`src/rtl/instruction_fetch_queue.sv`:
```
// instruction_fetch_queue
//   Fetch stage for a word-addressed instruction memory. Owns the fetch PC,
//   drives the memory read address and captures returned words into a small
//   prefetch FIFO. Decode receives {PC, instruction} over a valid/ready handshake.
//   Handles memory busywait, the 1-cycle read latency and branch/jump redirects.
//
// Parameters
//   DEPTH     prefetch FIFO entries (power of two, >= 2)
//   RESET_PC  first fetch address after reset (word aligned)
//
// Ports
//   CLK             clock, all state updates on posedge
//   RESET           asynchronous reset, active-low
//   IMEM_ADDRESS    read address to instruction memory
//   IMEM_READ_DATA  read data, captured one posedge after the address is issued
//   IMEM_BUSYWAIT   memory not ready: hold address, capture nothing
//   REDIRECT        taken branch/jump: flush and refetch from REDIRECT_PC
//   REDIRECT_PC     redirect target (bits [1:0] forced to 0)
//   INS_VALID       FIFO head holds a valid instruction
//   INS_READY       decode accepts the head this cycle
//   INS_OUT         instruction at FIFO head
//   INS_PC          PC of instruction at FIFO head
//   DBG_OUT         40-bit debug frame, present only when IFQ_DEBUG_EN is defined
//
// Build option
//   IFQ_DEBUG_EN    adds DBG_OUT = {INS_PC, 8'b00010100} while INS_VALID, else 0

module instruction_fetch_queue #(
  parameter int unsigned DEPTH    = 4,
  parameter logic [31:0] RESET_PC = 32'h0
) (
  input  logic        CLK,
  input  logic        RESET,
  output logic [31:0] IMEM_ADDRESS,
  input  logic [31:0] IMEM_READ_DATA,
  input  logic        IMEM_BUSYWAIT,
  input  logic        REDIRECT,
  input  logic [31:0] REDIRECT_PC,
  output logic        INS_VALID,
  input  logic        INS_READY,
  output logic [31:0] INS_OUT,
  output logic [31:0] INS_PC
`ifdef IFQ_DEBUG_EN
  ,
  output logic [39:0] DBG_OUT
`endif
);

  localparam int unsigned PW = $clog2(DEPTH);
  localparam logic [PW+1:0] DEPTH_W = (PW+2)'(DEPTH);

  localparam logic [1:0] ST_BOOT  = 2'd0;
  localparam logic [1:0] ST_RUN   = 2'd1;
  localparam logic [1:0] ST_STALL = 2'd2;
  localparam logic [1:0] ST_FLUSH = 2'd3;

  logic [1:0]    state, state_nxt;
  logic [31:0]   fetch_pc, fetch_pc_nxt;
  logic [31:0]   addr_nxt;
  logic          inflight, inflight_nxt;
  logic [31:0]   tag, tag_nxt;
  logic [31:0]   tgt, tgt_nxt;

  logic [31:0]   mem_ins [DEPTH];
  logic [31:0]   mem_pc  [DEPTH];
  logic [PW-1:0] rd_ptr, wr_ptr;
  logic [PW:0]   count, count_nxt, remain;
  logic [PW+1:0] credit;

  logic          push, pop, pop_req, flush;
  logic [31:0]   head_ins_nxt, head_pc_nxt;

  assign INS_VALID = (count != '0);
  assign pop_req   = INS_VALID & INS_READY;
  // Slots already promised (queued + in flight) after this cycle's pop.
  assign credit    = (PW+2)'(count) + (PW+2)'(inflight) - (PW+2)'(pop_req);

  always_comb begin
    state_nxt    = state;
    fetch_pc_nxt = fetch_pc;
    addr_nxt     = IMEM_ADDRESS;
    inflight_nxt = inflight;
    tag_nxt      = tag;
    tgt_nxt      = tgt;
    push         = 1'b0;
    pop          = 1'b0;
    flush        = 1'b0;

    if (state == ST_BOOT) begin
      state_nxt = ST_RUN;
    end else if (REDIRECT) begin
      // Redirect wins over everything: drop queue, in-flight word and any pop.
      flush        = 1'b1;
      inflight_nxt = 1'b0;
      tgt_nxt      = REDIRECT_PC & ~32'd3;
      state_nxt    = ST_FLUSH;
    end else if (state == ST_FLUSH) begin
      addr_nxt     = tgt;
      fetch_pc_nxt = tgt + 32'd4;
      inflight_nxt = 1'b1;
      tag_nxt      = tgt;
      state_nxt    = IMEM_BUSYWAIT ? ST_STALL : ST_RUN;
    end else begin
      pop = pop_req;
      if (IMEM_BUSYWAIT) begin
        state_nxt = ST_STALL;
      end else begin
        push         = inflight;
        inflight_nxt = 1'b0;
        state_nxt    = ST_RUN;
        if (state == ST_RUN && credit < DEPTH_W) begin
          addr_nxt     = fetch_pc;
          fetch_pc_nxt = fetch_pc + 32'd4;
          inflight_nxt = 1'b1;
          tag_nxt      = fetch_pc;
        end
      end
    end
  end

  // Next head: the entry behind a popped head, or the incoming word when the
  // queue would otherwise be empty. An empty queue keeps the last head value.
  always_comb begin
    remain       = count - (PW+1)'(pop);
    count_nxt    = flush ? '0 : remain + (PW+1)'(push);
    head_ins_nxt = INS_OUT;
    head_pc_nxt  = INS_PC;
    if (!flush) begin
      if (remain != '0) begin
        head_ins_nxt = mem_ins[rd_ptr + PW'(pop)];
        head_pc_nxt  = mem_pc[rd_ptr + PW'(pop)];
      end else if (push) begin
        head_ins_nxt = IMEM_READ_DATA;
        head_pc_nxt  = tag;
      end
    end
  end

  always_ff @(posedge CLK or negedge RESET) begin
    if (!RESET) begin
      state        <= ST_BOOT;
      fetch_pc     <= RESET_PC;
      IMEM_ADDRESS <= RESET_PC;
      inflight     <= 1'b0;
      tag          <= '0;
      tgt          <= '0;
      rd_ptr       <= '0;
      wr_ptr       <= '0;
      count        <= '0;
      INS_OUT      <= '0;
      INS_PC       <= '0;
    end else begin
      state        <= state_nxt;
      fetch_pc     <= fetch_pc_nxt;
      IMEM_ADDRESS <= addr_nxt;
      inflight     <= inflight_nxt;
      tag          <= tag_nxt;
      tgt          <= tgt_nxt;
      count        <= count_nxt;
      INS_OUT      <= head_ins_nxt;
      INS_PC       <= head_pc_nxt;
      if (flush) begin
        rd_ptr <= '0;
        wr_ptr <= '0;
      end else begin
        rd_ptr <= rd_ptr + PW'(pop);
        wr_ptr <= wr_ptr + PW'(push);
      end
    end
  end

  always_ff @(posedge CLK) begin
    if (push) begin
      mem_ins[wr_ptr] <= IMEM_READ_DATA;
      mem_pc[wr_ptr]  <= tag;
    end
  end

`ifdef IFQ_DEBUG_EN
  always_ff @(posedge CLK or negedge RESET) begin
    if (!RESET) begin
      DBG_OUT <= '0;
    end else begin
      DBG_OUT <= (count_nxt != '0) ? {head_pc_nxt, 8'b00010100} : '0;
    end
  end
`endif

endmodule

```
`config.mk`:
```
export PLATFORM = sky130hd
export DESIGN_NAME = instruction_fetch_queue
export DESIGN_NICKNAME = d
export VERILOG_FILES = /design/src/rtl/instruction_fetch_queue.sv
export SDC_FILE = /design/constraint.sdc
export NUM_CORES = 1
export LEC_CHECK = 0
export CORE_UTILIZATION = 60
export CTS_BUF_LIST = sky130_fd_sc_hd__clkbuf_8
export DETAILED_ROUTE_END_ITERATION = 8
export HOLD_SLACK_MARGIN = 0.15
export PLACE_DENSITY = 0.83
export SYNTH_ARGS = -nofsm -noshare
export SYNTH_HDL_FRONTEND = slang
export SYNTH_SLANG_ARGS = --single-unit
```
`constraint.sdc`:
```
create_clock -name CLK -period 18.25 [get_ports CLK]
set_input_delay 1.825 -clock CLK [delete_from_list [all_inputs] [get_ports CLK]]
set_output_delay 1.825 -clock CLK [all_outputs]
set_load 0.03 [all_outputs]
```
==> results of run 1 <==
[flip-flops by register name, summed over array words and instances, names as in the netlist]
signal	cells
mem_ins	128
mem_pc	120
INS_OUT	32
INS_PC	30
fetch_pc	30
tag	30
tgt	30
count	3
rd_ptr	2
state	2
wr_ptr	2
inflight	1
[metrics by stage]
step / util (%) / worst slack (ns) / hold slack [ns] / instance area (um2) / std cells
after floorplan: - / 10.84 / 0.445 / 17500 / 1284
after global placement: 67.6 / 12.27 / 0.459 / 19400 / 1759
after detailed placement: 67.6 / 12.27 / 0.463 / 19400 / 1759
after CTS: 72.0 / 12.87 / 0.477 / 20700 / 1880
after global routing: 72.0 / 12.70 / 0.519 / 20700 / 1880
final: 72.0 / 12.88 / 0.475 / 20700 / 1880
[cell usage after synthesis (12+ instances only)]
| library cell | number |
|---|---|
| o21ai_0 | 40 |
| nand2b_1 | 13 |
| mux2i_1 | 82 |
| nand3_1 | 12 |
| clkbuf_1 | 55 |
| a21oi_1 | 114 |
| and3_1 | 21 |
| edfxtp_1 | 248 |
| mux4_2 | 62 |
| dfrtp_1 | 162 |
| inv_1 | 15 |
| nand2_1 | 176 |
| buf_1 | 15 |
| nor2_1 | 94 |
[critical path, stage by stage]
cell             delay (ns)
clkdlybuf4s50_1        0.87
and3b_1                0.32
ha_1                   0.20
ha_1                   0.27
inv_1                  0.05
nor3_2                 0.82
buf_4                  0.96
mux2i_1                0.32
a21oi_1                0.11
[where the power goes]
group,internal [W],switching [W],total (W)
sequential,0.00113,0.000120,0.00125
combinational,0.000267,0.000392,0.000660
clock,0.000391,0.000352,0.000743
total,0.00178,0.000865,0.00265
[worst paths after layout]
kind | end | startpoint | depth (start not counted)
max | INS_OUT[18] | REDIRECT | 9
min | fetch_pc[3] | fetch_pc[3] | 2
max reg2reg | INS_OUT[18] | count[2] | 11
min reg2reg | fetch_pc[3] | fetch_pc[3] | 2
max in group asynchronous | INS_OUT[12] | RESET | 2
min in group asynchronous | tgt[4] | RESET | 1
[logic make-up after synthesis]
group                      after synthesis  synth area share (%)
adders and majority gates               11                 0.787
buffers and inverters                   98                  2.41
and+or+nand+nor                        379                  10.0
muxes                                  150                  13.1
other                                    1                0.0215
xor gates and xnor gates                 7                 0.351
AOI/OAI and AO/OA                      225                  7.54
DFF                                    410                  65.8
[layout by cell type (no fill, tap or decap), types with 7 or more instances in the layout]
cell / instances
edfxtp_1: 248
nand2_1: 175
dfrtp_1: 162
clkdlybuf4s50_1: 158
a21oi_1: 113
nor2_1: 93
mux2i_1: 82
clkbuf_8: 74
mux4_2: 62
inv_1: 45
o21ai_0: 40
and3_1: 20
buf_4: 15
nand3_1: 12
nand2b_1: 12
nand4_1: 11
a31oi_1: 11
o211ai_1: 11
ha_1: 10
nor3_1: 8
and2_1: 7
clkinv_1: 7
[layout make-up]
class / instances / area share (%)
clock buffer: 74 / 4.93
clock inverter: 47 / 1.22
inverter: 15 / 0.272
multi-input combinational: 776 / 27.4
sequential: 410 / 55.6
tap: 384 / 2.32
timing repair buffer: 174 / 8.25
[layer usage]
metal	vias to the layer above	track usage (%)	routed length [um]
met5	-	0	0
met4	0	8.85	913
met3	71	4.46	2430
met2	441	42.7	18600
met1	5609	35.0	15600
li1	5103	-	-
==> summary.txt, run 1 <==
Detailed routing
  – Vias after detailed routing: 11200
  – Initial DRC count: 1010
  – Via-to-Cell Ratio: ~6.0
  – Final wirelength: around 38 mm
  – Drt first pass iters: 5
  – DRC Markers: 0
  – Post-DRT Antenna Nets: 0
  – Post-DR wirelength/cell: 20.0 um

STA
  – Setup-failing EPs final: 0
  – Fmax: roughly 0.19 GHz
  – Final setup TNS: 0 ns
  – Tmin final: around 5.4 ns
  – Final Slew Violations: 0
  – Layout Skew: 0.0264 ns
  – Slew headroom: 29.9%
  – Worst-margin pin slew: approximately 1.1 ns
  – Period utilisation layout: between 20 and 30%
  – RSZ-0062 raised after global routing: false
  – Final hold vios: 0

Setup path
  – Setup Crit Path Kind: in2reg
  – Data arrival, critical path: about 5.8 ns
  – Crit path capture type: register
  – CP Launch Type: primary input
  – R2R setup slack: between 10 and 15 ns
  – Critical Path RT: about 19 ns
  – Worst-path fanout max: 55

Die
  – Initial Util: about three fifths
  – DIE AREA: approximately 30000 um2
  – Vert. Die Dim: 173 um
  – Core Box Area: about 29000 um2
  – Row cnt: between 60 and 70
  – Die span in x: roughly 170 um
  – Ports: between 150 and 200

GRT
  – Largest net degree at the start of global routing: around 100
  – Total track usage: 25.8%
  – First-pass GRT wire length: approximately 60 mm
  – Number of global-route vias before repair: 11300
  – Initial antenna violation count: 0
  – Total gr overflow: 0

Clocking
  – Post-CTS Hold Fix Bufs: 0
  – Num CTS Buffers: 66
  – Clock transition at path regs: around 0.060 ns
  – H-tree depth: 3
  – Post_cts resized: 0
  – TritonCTS clock tree: done
  – CTS max path bufs: 3
  – Clock root buffer: clkbuf_8
  – Post-CTS Setup Inserts: 0
  – Clock Sinks: just over 400
  – Clk Latency, worst-skew pair: 0.59 ns

Flow run
  – MaxCap Viol Count: 0

Min path
  – Hold/Removal Path Class: reg2reg

Logic synthesis
  – Leading area contributor after synthesis: edfxtp_1
  – Synth warn: 0
  – Post-Syn Area per Cell: between 10 and 15 um2
  – Async SR Flop Fraction: 39.5%
  – EDFF count, synth: ~250
  – Synthesized cell area: 17500 um2
  – Yosys cell types: 67
  – Predominant post-synthesis flop cell: edfxtp_1
  – Post-Synthesis Cells: 1281
  – Register area share after synthesis: around 66%
  – Seq cells post-synth: about 400
  – Top cell type's share of synthesized area: between 40% and 50%
  – Largest cells by area after synthesis: edfxtp_1 43%, dfrtp_1 23%, mux4_2 8.0%, mux2i_1 4.7%, nand2_1 3.8%

Pwr
  – Static leakage: about 8 nW
  – Power, Total: 0.00265 W
  – Maximum VDD drop: 0.0558 mV
  – Pwr Density: about 130 nW/um2

Outcome
  – Result of the run: completed

Final layout
  – Layout Nets: approximately 1500
  – Share of layout cells above drive strength 1: 13.2%
  – Fill cell total of the finished layout: around 1800
  – ANT cells: 0
  – FF+latch area: 11500 um2
  – Multi-input logic area: 5660 um2
  – Layout Area Growth over Synthesis: 18.3%

Placed design
  – Port-buffer cells: 159
  – GPL Wtd Cong: 0.823
  – Dpl hpwl: roughly 22 mm
(Power assumes the default switching activity.)
==> run 2, diff against run 1 <==
--- a/config.mk
+++ b/config.mk
@@ -5,11 +5,11 @@
 export SDC_FILE = /design/constraint.sdc
 export NUM_CORES = 1
 export LEC_CHECK = 0
-export CORE_UTILIZATION = 60
+export CORE_UTILIZATION = 54
 export CTS_BUF_LIST = sky130_fd_sc_hd__clkbuf_8
 export DETAILED_ROUTE_END_ITERATION = 8
 export HOLD_SLACK_MARGIN = 0.15
-export PLACE_DENSITY = 0.83
+export PLACE_DENSITY = 0.79
 export SYNTH_ARGS = -nofsm -noshare
 export SYNTH_HDL_FRONTEND = slang
 export SYNTH_SLANG_ARGS = --single-unit
==> constraint.sdc (replaced) <==
create_clock -name CLK -period 4.83 [get_ports CLK]
set_input_delay 0.483 -clock CLK [delete_from_list [all_inputs] [get_ports CLK]]
set_output_delay 0.483 -clock CLK [all_outputs]
set_load 0.03 [all_outputs]
==> run 2 against run 1 <==
  * Via count shrank 0.86%
  * Critical path depth shrank 1
  * Core utilization shrank 6.2 points
  * Design area grew 0.97%
==> summary.txt, run 2 (synthesized netlist as in run 1, its figures left out) <==
Clocking
  – Clock Sinks: a little over 400
  – Clock transition at path regs: around 0.06 ns
  – H-tree depth: 3
  – Post-CTS Hold Fix Bufs: 1
  – Clk Latency, worst-skew pair: approximately 0.6 ns
  – Num CTS Buffers: 67
  – CTS max path bufs: 3
  – TritonCTS clock tree: done
  – Post_cts resized: 0
  – Post-CTS Setup Inserts: 0
  – Clock root buffer: clkbuf_8

Final layout
  – Max reg flops: 128
  – FF+latch area: 11500 um2
  – ANT cells: 0
  – Share of layout cells above drive strength 1: ~14%
  – Multi-input logic area: approximately 5700 um2
  – Biggest regs: mem_ins x128, mem_pc x120, INS_OUT x32
  – Fill cell total of the finished layout: 2250
  – Layout Nets: about 1500
  – Most flops, register: mem_ins
  – Layout Area Growth over Synthesis: 19.4%
  – Most frequent cells in the layout: 248 x edfxtp_1, 175 x nand2_1, 162 x dfrtp_1
  – Commonest non-fill, non-tap cell in the layout: edfxtp_1

Outcome
  – Result of the run: completed

STA
  – Slew headroom: a little under a third
  – RSZ-0062 raised after global routing: false
  – Fmax: 0.278 GHz
  – Layout Skew: 0.0340 ns
  – Final hold vios: 0
  – Tmin final: between 3 and 4 ns
  – Period utilisation layout: approximately three quarters
  – Setup-failing EPs final: 0
  – Final setup TNS: 0 ns
  – Final Slew Violations: 0
  – Worst-margin pin slew: about 1.0 ns

Pwr
  – Maximum VDD drop: about 0.27 mV
  – Power, Total: around 0.01 W
  – Pwr Density: between 400 and 500 nW/um2
  – Static leakage: slightly above 8 nW

GRT
  – Total track usage: 24.1%
  – Largest net degree at the start of global routing: between 100 and 150
  – Number of global-route vias before repair: ~11000
  – Initial antenna violation count: 0
  – First-pass GRT wire length: slightly above 60 mm
  – Total gr overflow: 0

Detailed routing
  – Post-DRT Antenna Nets: 0
  – Drt first pass iters: 5
  – Vias after detailed routing: between 10000 and 15000
  – DRC Markers: 0
  – Initial DRC count: 982
  – Final wirelength: ~39 mm
  – Post-DR wirelength/cell: roughly 20 um
  – Via-to-Cell Ratio: between 5 and 6

Die
  – DIE AREA: about 33000 um2
  – Initial Util: approximately 55%
  – Ports: between 150 and 200
  – Row cnt: 65
  – Core Box Area: ~32000 um2
  – Die span in x: about 180 um
  – Vert. Die Dim: between 150 and 200 um

Min path
  – Hold/Removal Path Class: in2reg

Placed design
  – Dpl hpwl: ~23 mm
  – Port-buffer cells: approximately 160
  – GPL Wtd Cong: around 0.8

Setup path
  – Critical Path RT: around 5.3 ns
  – Setup Crit Path Kind: reg2reg
  – Crit path capture type: register
  – CP Launch Type: register
  – Data arrival, critical path: 4.02 ns
  – Worst-path fanout max: 20

Flow run
  – MaxCap Viol Count: 0
[run 2: worst paths after layout]
path	from	endpoint	slack, ns	cells past startpoint
setup / recovery	state[1]	fetch_pc[31]	1.23	8
hold / removal	REDIRECT_PC[16]	tgt[16]	0.45	3
setup reg to reg	state[1]	fetch_pc[31]	1.23	8
hold reg to reg	tgt[3]	tgt[3]	0.48	2
max in group asynchronous	RESET	INS_PC[24]	3.00	3
min in group asynchronous	RESET	tag[18]	0.65	2
[run 2: per-stage QoR]
| step | std cells | utilization [%] | setup slack [ns] | hold WS [ns] | cell area, um2 |
|---|---|---|---|---|---|
| CTS | 1908 | 65.8 | 1.33 | 0.421 | 20900 |
| detailed placement | 1785 | 61.8 | 1.12 | 0.472 | 19600 |
| floorplan | 1284 | - | 0.454 | 0.187 | 17500 |
| finish | 1908 | 65.8 | 1.23 | 0.446 | 20900 |
| global route | 1908 | 65.8 | 1.12 | 0.446 | 20900 |
| global placement | 1785 | 61.8 | 1.20 | 0.461 | 19600 |
[run 2: where the power goes]
group / switching [W] / internal (W)
registers: 0.000455 / 0.00425
clock network: 0.00135 / 0.00144
logic: 0.00146 / 0.00102
[run 2: critical path, cell delays in order, from the launching register on]
cell	delay, ns
dfrtp_1	0.80
buf_4	0.35
and3_1	0.27
a32o_1	0.39
nand4b_1	0.36
nor4_1	0.71
mux2_2	0.41
nand2_1	0.07
o2111ai_1	0.10
[run 2: layout make-up]
cell class | instances | share of cell area (%)
sequential | 410 | 55.1
multi-input combinational | 776 | 27.1
timing repair buffer | 183 | 9.05
clock buffer | 75 | 4.95
tap | 402 | 2.41
clock inverter | 47 | 1.08
inverter | 15 | 0.270
[run 2: per-layer routing]
layer  share of wire, %  wire length (um)  global-route usage [%]
met5                  0                 0                       0
met4                1.8               682                    6.35
met3                7.0              2690                    4.85
met2                 49             18900                    39.8
met1                 42             16200                    33.0
==> run 3, diff against run 2 <==
==> constraint.sdc (replaced) <==
create_clock -name CLK -period 3.1 [get_ports CLK]
set_input_delay 0.31 -clock CLK [delete_from_list [all_inputs] [get_ports CLK]]
set_output_delay 0.31 -clock CLK [all_outputs]
set_load 0.03 [all_outputs]
==> run 3 against run 2 <==
  * Critical path depth is 3 higher
  * Clock power is 53% higher
  * Clock skew is 0.014 ns lower
  * Worst setup slack worse by 1.0 ns
  * Clock-buffer cell count is 6 lower
  * Power is 56% higher
  * Core utilization is 1.4 points higher
  * Sequential share of layout area is 1.2 points lower
  * Combinational power is 61% higher
==> summary.txt, run 3 (synthesized netlist as in run 1, its figures left out) <==
Setup path
  – R2R setup slack: between 0.2 and 0.25 ns
  – Setup Crit Path Kind: reg2reg
  – CP Launch Type: register
  – Reg-to-reg startpoint: state[1]
  – Setup crit start: state[1]
  – Worst Reg-to-Reg Cells: 11
  – Data arrival, critical path: roughly 3.4 ns
  – Critical Path RT: approximately 3.6 ns
  – RR Endpoint: fetch_pc[24]
  – Worst-path fanout max: 8
  – Crit path capture type: register

Pwr
  – P_sw: about 0.005 W
  – Seq pwr share: about 47%
  – Static leakage: 8.38 nW
  – Combinational share of power: between 20% and 30%
  – Maximum VDD drop: ~0.38 mV
  – Pwr Density: around 730 nW/um2
  – Internal cell power: about 0.010 W
  – Switching share of power: around 33%
  – Power, Total: approximately 0.016 W
  – Clock Power Share: a little over a quarter

Clocking
  – H-tree depth: 3
  – Clk Latency, worst-skew pair: approximately 0.58 ns
  – Clock transition at path regs: ~0.060 ns
  – Num CTS Buffers: between 60 and 70
  – TritonCTS clock tree: done
  – CTS max path bufs: 3
  – Clock root buffer: clkbuf_8
  – Clock Sinks: approximately 400

Min path
  – Hold_sp: REDIRECT_PC[17]
  – Hold/Removal Path Class: in2reg
  – Hold endpoint: tgt[17]
  – Hold path cells: 3

GRT
  – Number of global-route vias before repair: between 10000 and 15000
  – Grt met1 use: between 30% and 40%
  – Largest net degree at the start of global routing: 69
  – GRT busiest layer: met2
  – First-pass GRT wire length: 62.2 mm
  – Total gr overflow: 0
  – Total track usage: around 24%
  – Initial antenna violation count: 0
  – GRT met2 Usage: 40.7%
  – Met3 usage: about 3.9%

STA
  – Final Slew Violations: 0
  – Hold Slack: roughly 0.26 ns
  – RSZ-0062 raised after global routing: false
  – Layout Skew: 0.0198 ns
  – Slew headroom: between 50% and 60%
  – Final hold vios: 0
  – Setup-failing EPs final: 0
  – Worst-margin pin slew: approximately 0.69 ns
  – Tmin final: roughly 2.9 ns
  – Fmax: ~0.35 GHz
  – Period utilisation layout: 93.4%

Detailed routing
  – Via-to-Cell Ratio: ~5.8
  – Post-DRT Antenna Nets: 0
  – DRC Markers: 0
  – Post-DR wirelength/cell: approximately 20 um
  – Drt first pass iters: 5
  – Final wirelength: 38.7 mm
  – Vias after detailed routing: approximately 11000
  – Initial DRC count: 760

Final layout
  – Most frequent cells in the layout: 248 x edfxtp_1, 175 x nand2_1, 161 x dfrtp_1
  – Biggest regs: mem_ins x128, mem_pc x120, INS_OUT x32
  – ANT cells: 0
  – Fill cell total of the finished layout: approximately 2200
  – Max reg flops: 128
  – Layout Utilization: approximately two thirds
  – Design Area, Final: approximately 21000 um2
  – Most flops, register: mem_ins
  – Commonest non-fill, non-tap cell in the layout: edfxtp_1
  – Layout Nets: roughly 1600
  – Share of layout cells above drive strength 1: ~16%
  – Layout Area Growth over Synthesis: 22.0%

Die
  – Initial Util: 55.1%
  – Ports: approximately 170
  – Row cnt: 65
  – Die span in x: 182 um
  – DIE AREA: 33100 um2
  – Vert. Die Dim: 182 um
  – Core Box Area: between 30000 and 40000 um2

Placed design
  – Placed Instance Area: 20100 um2
  – Port-buffer cells: roughly 160
  – GPL Wtd Cong: ~0.85
  – Dpl hpwl: around 25 mm

Flow run
  – MaxCap Viol Count: 0

Outcome
  – Result of the run: completed
-- run 3: cell count changes in the layout (fill, tap and decap cells not counted), moves of 2 or more --
| cell | before | now |
|---|---|---|
| buf_4 | 14 | 31 |
| buf_12 | 9 | 25 |
| clkinv_1 | 6 | 16 |
| clkbuf_8 | 75 | 69 |
| clkinvlp_4 | 0 | 2 |
| inv_1 | 45 | 43 |
-- run 3: how the worst max path moves through the flow --
stage / endpoint / cells past startpoint
final: fetch_pc[24] / 11
after global routing: fetch_pc[15] / 13
after CTS: fetch_pc[24] / 11
after detailed placement: fetch_pc[15] / 12
after global placement: fetch_pc[23] / 12
after floorplan: mem_ins[2][0] / 5
-- run 3: area by class of cell --
| cell class | count | area (um2) | area share [%] |
|---|---|---|---|
| clock inverters | 56 | 284 | 1.33 |
| multi-input cells | 776 | 5680 | 26.6 |
| repair buffers | 217 | 2350 | 11.0 |
| clock buffers | 69 | 950 | 4.45 |
| well taps | 402 | 503 | 2.36 |
| inverters | 15 | 56.3 | 0.264 |
| flip-flops and latches | 410 | 11500 | 53.9 |
-- run 3: power by group through the flow --
| stage | sequential (W) | combinational (W) | clock, W |
|---|---|---|---|
| after global placement | 0.00738 | 0.00390 | 0 |
| after CTS | 0.00733 | 0.00402 | 0.00437 |
| final | 0.00733 | 0.00400 | 0.00428 |
| after floorplan | 0.00823 | 0.00130 | 0 |
| after global routing | 0.00743 | 0.00428 | 0.00463 |
| after detailed placement | 0.00743 | 0.00400 | 0 |
-- run 3: repair_timing --
item                                   in CTS  in global routing
endpoints found under the hold margin      64                  0
hold buffers                                1                  0
setup buffers                               0                  3
setup endpoints to repair                   0                  9
resized for setup                           0                  2
-- run 3: metal layers --
metal | share of wire, % | up-vias
li1 | - | 5198
met4 | 2.0 | 0
met2 | 50 | 399
met5 | 0 | -
met3 | 5.8 | 64
met1 | 43 | 5660
-- run 3: stage by stage --
step | setup WS (ns) | cells | setup TNS (ns)
final | 0.206 | 1945 | 0
after global routing | 0.00768 | 1945 | 0
after CTS | 0.114 | 1942 | 0
after detailed placement | 0.00333 | 1816 | 0
after global placement | 0.0826 | 1816 | 0
after floorplan | -0.0850 | 1284 | -5.27
-- run 3: worst max-delay path: stages (launching register included) --
cell       delay (ns)
dfrtp_1          0.50
and2_4           0.27
mux2i_1          0.13
inv_1            0.12
ha_1             0.21
o211ai_1         0.19
or3_4            0.42
nor3_4           0.26
buf_4            0.18
nand3_2          0.10
a221oi_2         0.28
a2bb2oi_1        0.16
